### config.mk
export PLATFORM = sky130hd
export DESIGN_NAME = fir_sched
export DESIGN_NICKNAME = d
export VERILOG_FILES = /design/src/rtl/fir_sched_pkg.sv /design/src/rtl/fir_rr_arb.sv /design/src/rtl/fir_sched.sv
export SDC_FILE = /design/constraint.sdc
export NUM_CORES = 1
export LEC_CHECK = 0
export ABC_AREA = 1
export CORE_AREA = 2 2 155 172
export DETAILED_ROUTE_END_ITERATION = 10
export DIE_AREA = 0 0 157 174
export GPL_TIMING_DRIVEN = 0
export HOLD_SLACK_MARGIN = 0.06
export PLACE_DENSITY_LB_ADDON = 0.15
export SLEW_MARGIN = 10
export SYNTH_ARGS = -nofsm -noshare
export SYNTH_HDL_FRONTEND = slang
export SYNTH_SLANG_ARGS = --single-unit
### constraint.sdc
create_clock -name clk -period 7.25 [get_ports clk]
set_input_delay 1.0875 -clock clk [delete_from_list [all_inputs] [get_ports clk]]
set_output_delay 1.0875 -clock clk [all_outputs]
set_load 0.01 [all_outputs]
### src/rtl/fir_sched_pkg.sv
// Shared widths, FSM encoding and default coefficients for the fir_sched block.
package fir_sched_pkg;

  localparam int unsigned NCH_DEF   = 4;
  localparam int unsigned NTAPS_DEF = 4;
  localparam int unsigned DATA_W    = 8;
  localparam int unsigned ACC_W     = 16;
  localparam int unsigned PROD_W    = 2 * DATA_W;

  typedef enum logic [1:0] {
    IDLE = 2'd0,
    MAC  = 2'd1,
    OUT  = 2'd2
  } state_t;

  // Reset/default coefficient set h = {1,2,3,4}; taps beyond the fourth default to zero.
  function automatic logic [DATA_W-1:0] def_coef(int unsigned k);
    case (k)
      0:       return DATA_W'(1);
      1:       return DATA_W'(2);
      2:       return DATA_W'(3);
      3:       return DATA_W'(4);
      default: return '0;
    endcase
  endfunction

endpackage

### src/rtl/fir_rr_arb.sv
// Round-robin one-hot arbiter; search starts one past the last accepted grant.
module fir_rr_arb #(
  parameter int unsigned N  = 4,
  localparam int unsigned IW = (N > 1) ? $clog2(N) : 1
) (
  input  logic          clk,
  input  logic          reset,
  input  logic [N-1:0]  req,
  input  logic          en,
  input  logic          accept,
  output logic [N-1:0]  grant_c,
  output logic [IW-1:0] grant_idx_c
);

  logic [IW-1:0] ptr;
  logic          found;

  function automatic logic [IW-1:0] wrap_add(logic [IW-1:0] a, int unsigned b);
    int unsigned s;
    s = 32'(a) + b;
    return IW'(s % N);
  endfunction

  // First requester at or after the pointer wins.
  always_comb begin
    grant_c     = '0;
    grant_idx_c = '0;
    found       = 1'b0;
    if (en) begin
      for (int unsigned i = 0; i < N; i++) begin
        if (!found && req[wrap_add(ptr, i)]) begin
          found       = 1'b1;
          grant_idx_c = wrap_add(ptr, i);
        end
      end
      if (found) grant_c = N'(1) << grant_idx_c;
    end
  end

  always_ff @(posedge clk) begin
    if (reset)       ptr <= '0;
    else if (accept) ptr <= wrap_add(grant_idx_c, 1);
  end

endmodule

### src/rtl/fir_sched.sv
// Multi-channel FIR with one shared 8x8 MAC, round-robin channel scheduling.
// Define FIR_SCHED_COEF_LOAD_EN to add the runtime coefficient write port.
module fir_sched
  import fir_sched_pkg::*;
#(
  parameter int unsigned NCH   = NCH_DEF,
  parameter int unsigned NTAPS = NTAPS_DEF,
  localparam int unsigned CW   = (NCH > 1) ? $clog2(NCH) : 1,
  localparam int unsigned TW   = (NTAPS > 1) ? $clog2(NTAPS) : 1
) (
  input  logic                  clk,
  input  logic                  reset,
  input  logic [NCH-1:0]        in_valid,
  input  logic [NCH*DATA_W-1:0] in_data,
  output logic [NCH-1:0]        in_ready,
  output logic                  out_valid,
  input  logic                  out_ready,
  output logic [ACC_W-1:0]      out_data,
  output logic [CW-1:0]         out_ch,
  output logic                  busy
`ifdef FIR_SCHED_COEF_LOAD_EN
  ,
  input  logic                  coef_we,
  input  logic [TW-1:0]         coef_addr,
  input  logic [DATA_W-1:0]     coef_data
`endif
);

  state_t              state, state_next;
  logic [DATA_W-1:0]   taps [NCH][NTAPS];
  logic [DATA_W-1:0]   coef [NTAPS];
  logic [ACC_W-1:0]    acc;
  logic [TW-1:0]       tap_cnt;
  logic [CW-1:0]       cur_ch;

  logic [NCH-1:0]      grant_c;
  logic [CW-1:0]       grant_idx_c;
  logic                transfer_c, last_tap_c, load_out_c, out_done_c;
  logic [PROD_W-1:0]   prod_c;
  logic [ACC_W:0]      sum_c;
  logic [ACC_W-1:0]    acc_sat_c;

  fir_rr_arb #(.N(NCH)) u_arb (
    .clk         (clk),
    .reset       (reset),
    .req         (in_valid),
    .en          (state == IDLE),
    .accept      (transfer_c),
    .grant_c     (grant_c),
    .grant_idx_c (grant_idx_c)
  );

  assign in_ready   = grant_c;
  assign transfer_c = |(in_valid & grant_c);
  assign busy       = (state != IDLE);
  assign last_tap_c = (tap_cnt == TW'(NTAPS - 1));

  // Saturating unsigned MAC step for the current tap.
  always_comb begin
    prod_c    = PROD_W'(coef[tap_cnt]) * PROD_W'(taps[cur_ch][tap_cnt]);
    sum_c     = (ACC_W + 1)'(acc) + (ACC_W + 1)'(prod_c);
    acc_sat_c = sum_c[ACC_W] ? '1 : sum_c[ACC_W-1:0];
  end

  always_ff @(posedge clk) begin
    if (reset) state <= IDLE;
    else       state <= state_next;
  end

  always_comb begin
    state_next = state;
    load_out_c = 1'b0;
    out_done_c = 1'b0;
    unique case (state)
      IDLE: if (transfer_c) state_next = MAC;
      MAC: begin
        if (last_tap_c) begin
          state_next = OUT;
          load_out_c = 1'b1;
        end
      end
      OUT: begin
        if (out_ready) begin
          state_next = IDLE;
          out_done_c = 1'b1;
        end
      end
      default: state_next = IDLE;
    endcase
  end

  always_ff @(posedge clk) begin
    if (reset) begin
      acc       <= '0;
      tap_cnt   <= '0;
      cur_ch    <= '0;
      out_valid <= 1'b0;
      out_data  <= '0;
      out_ch    <= '0;
      for (int unsigned c = 0; c < NCH; c++)
        for (int unsigned k = 0; k < NTAPS; k++)
          taps[c][k] <= '0;
    end else begin
      // Only the granted channel's delay line shifts.
      if (transfer_c) begin
        acc     <= '0;
        tap_cnt <= '0;
        cur_ch  <= grant_idx_c;
        taps[grant_idx_c][0] <= in_data[grant_idx_c*DATA_W +: DATA_W];
        for (int unsigned k = 1; k < NTAPS; k++)
          taps[grant_idx_c][k] <= taps[grant_idx_c][k-1];
      end
      if (state == MAC) begin
        acc     <= acc_sat_c;
        tap_cnt <= tap_cnt + 1'b1;
      end
      if (load_out_c) begin
        out_valid <= 1'b1;
        out_data  <= acc_sat_c;
        out_ch    <= cur_ch;
      end else if (out_done_c) begin
        out_valid <= 1'b0;
      end
    end
  end

`ifdef FIR_SCHED_COEF_LOAD_EN
  // Writes land only in IDLE, so a same-cycle transfer already sees the new value in MAC.
  always_ff @(posedge clk) begin
    if (reset) begin
      for (int unsigned k = 0; k < NTAPS; k++) coef[k] <= def_coef(k);
    end else if (coef_we && state == IDLE) begin
      coef[coef_addr] <= coef_data;
    end
  end
`else
  always_comb begin
    for (int unsigned k = 0; k < NTAPS; k++) coef[k] = def_coef(k);
  end
`endif

endmodule

==> impl_metrics.env <==
export IMPL_ioPinCount=63
export IMPL_clockBufferDepth=2
export IMPL_drt_wirelength_per_cell_um=19.4
export IMPL_nets=1347
export IMPL_root_buffer="clkbuf_16"
export IMPL_numCtsBuffers=17
export IMPL_yosys_warnings=0
export IMPL_grt_pass1_wl_um=48000
export IMPL_holdWs_ns=0.468
export IMPL_crit_arrival_ns=7.03
export IMPL_startpoint_type="flop"
export IMPL_drv_cap=0
export IMPL_rsz0062_at_grt="false"
export IMPL_row_count=62
export IMPL_worstPathMaxFanout=10
export IMPL_area_growth_pct=17.1
export IMPL_drt_iter0_markers=681
export IMPL_cts_tree="done"
export IMPL_portBuffers=62
export IMPL_grt_max_degree=28
export IMPL_min_from="acc[10]"
export IMPL_setup_viol=0
export IMPL_fin_skew_ns=0.0142
export IMPL_clk_pin_slew_ns=0.07
export IMPL_grt_ovfl_total=0
export IMPL_via_count=8430
export IMPL_fin_crit_sh_pct=92.3
export IMPL_synth_seq_area_share_pct=47.1
export IMPL_first_pass_iters=5
export IMPL_placeableCoreArea_um2=25700
export IMPL_die_y_um=174
export IMPL_min_path_type="reg -> reg"
export IMPL_dieArea_um2=27300
export IMPL_cp_required_ns=7.58
export IMPL_drc=0
export IMPL_yosys_area_top_type="edfxtp_1"
export IMPL_crit_type="reg -> reg"
export IMPL_synth_area_leaders="edfxtp_1 (38%), dfxtp_1 (8.9%), nand2_1 (8.8%)"
export IMPL_slew_viol_final=0
export IMPL_clock_sinks=173
export IMPL_synth_nets=1262
export IMPL_relSlewSlack_pct=30.9
export IMPL_vias_per_cell=5.22
export IMPL_hold_buffers=0
export IMPL_dieWidth_um=157
export IMPL_synthCells=1165
export IMPL_hold_viol=0
export IMPL_post_cts_resized=0
export IMPL_yosysTopAreaCellShare_pct=38.1
export IMPL_final_common_cell="nand2_1"
export IMPL_yosysUniqueCellTypes=40
export IMPL_htree_levels=4
export IMPL_antenna_found_initial=0
export IMPL_clk_latency_ns=0.44
export IMPL_hpwl_um=22500
export IMPL_wl_um=31300
export IMPL_drive_above_1_share_pct=7.37
export IMPL_ant_nets=0
export IMPL_syn_area_um2=10100
export IMPL_layout_min_cycle_time_ns=6.69
export IMPL_cts_setup_buffers=0
export IMPL_yosys_register_bits=173
export IMPL_gp_congestion=0.870
export IMPL_start_util_pct=39.3
export IMPL_tightest_slew_ns=1.04
export IMPL_grt_pass1_vias=8340
export IMPL_syn_area_per_cell_um2=8.65
export IMPL_critPathCaptureType="flop"
export IMPL_grtUsageTotal_pct=23.5
export IMPL_insertedDiodeCount=0
export IMPL_final_cell_mix="nand2_1 (232), nor2_1 (186), edfxtp_1 (128)"
export IMPL_max_freq_ghz=0.149
export IMPL_setup_tns_ns=0
export IMPL_status="complete, no violations"
==> sequential cells by signal, summed over array words and instances, names as in the netlist, named ones only <==
name       flops
taps         128
acc           16
out_data      16
cur_ch         2
out_ch         2
state          2
tap_cnt        2
u_arb.ptr      2
out_valid      1
==> layout make-up <==
| class | instances | area [um2] |
|---|---|---|
| clock buffers | 19 | 433 |
| clock inverters | 12 | 129 |
| well taps | 352 | 440 |
| plain buffers | 66 | 389 |
| fillers | 2554 | 13900 |
| inverters | 105 | 395 |
| flip-flops and latches | 173 | 4740 |
| multi-input cells | 821 | 4560 |
| repair buffers | 66 | 716 |
==> critical path, stage by stage, from the launching register on <==
cell and delay, ns:
dfxtp_1 0.31, clkbuf_1 0.22, clkbuf_1 0.78, clkbuf_1 0.60
a21oi_1 0.14, o21ai_0 0.11, o211ai_1 0.18, nand3_1 0.20
nand2_1 0.12, nand2_1 0.10, fa_1 0.39, inv_1 0.07
ha_1 0.24, fa_1 0.51, inv_1 0.05, fa_1 0.53
inv_1 0.04, ha_1 0.34, a21oi_1 0.17, o21ai_0 0.14
a21oi_1 0.25, nand3b_1 0.14, nand2_1 0.16, inv_1 0.24
o21ai_0 0.28, o21bai_1 0.21, inv_1 0.05
==> stage by stage <==
stage | area [um2] | worst slack, ns | util (%) | std cells
after floorplan | 10100 | 2.20 | - | 1165
after global placement | 11100 | 0.635 | 43.4 | 1579
after detailed placement | 11200 | 0.624 | 43.8 | 1583
after CTS | 11800 | 0.598 | 46.0 | 1614
after global routing | 11800 | 0.186 | 46.0 | 1614
final | 11800 | 0.555 | 46.0 | 1614
==> cell families after synthesis <==
kind of cell | after synthesis | share of synthesized area [%]
flip-flops | 173 | 47.1
multiplexers | 32 | 3.18
adder cells (fa/ha/maj) | 58 | 8.31
AND/OR/NAND/NOR | 511 | 20.9
buffers and inverters | 171 | 7.78
XOR/XNOR | 7 | 0.608
AO/OA/AOI/OAI | 213 | 12.1
==> path summary, 6_finish.rpt <==
path                        to  slack [ns]  cells past startpoint
setup / recovery  out_data[12]        0.56                     26
setup reg to reg  out_data[12]        0.56                     26
hold reg to reg        acc[10]        0.47                      2
hold / removal         acc[10]        0.47                      2
==> metal layers <==
layer	global-route usage (%)	share of wire [%]
met5	0	0
met4	8.52	2.8
met3	3.19	4.9
met2	40.4	50
met1	30.1	43
==> Yosys cell counts <==
library cell and instances:
nand2_1 236, nor2_1 186, edfxtp_1 128, inv_1 99
o21ai_0 73, a21oi_1 64, nand3_1 60, dfxtp_1 45
ha_1 43, clkbuf_1 35, mux2i_1 32, o211ai_1 32
o22ai_1 32, fa_1 15, buf_6 13, buf_4 9
buf_2 8, a31oi_1 5, nand2_2 5, nand2_4 5
xor2_1 5, inv_2 4, nor3_1 4, or2_2 4
nor2_4 3, o21bai_1 3, nand3b_1 2, nand4_1 2
xnor2_1 2, a21o_1 1, a31oi_4 1, and3_1 1
buf_1 1, clkinv_1 1, clkinv_2 1, nand3_2 1
nor2_2 1, nor3_2 1, o21ai_1 1, o31a_1 1
Power is not shown: default switching activity piles up to over one toggle a cycle in this logic, so the estimate is an artifact.
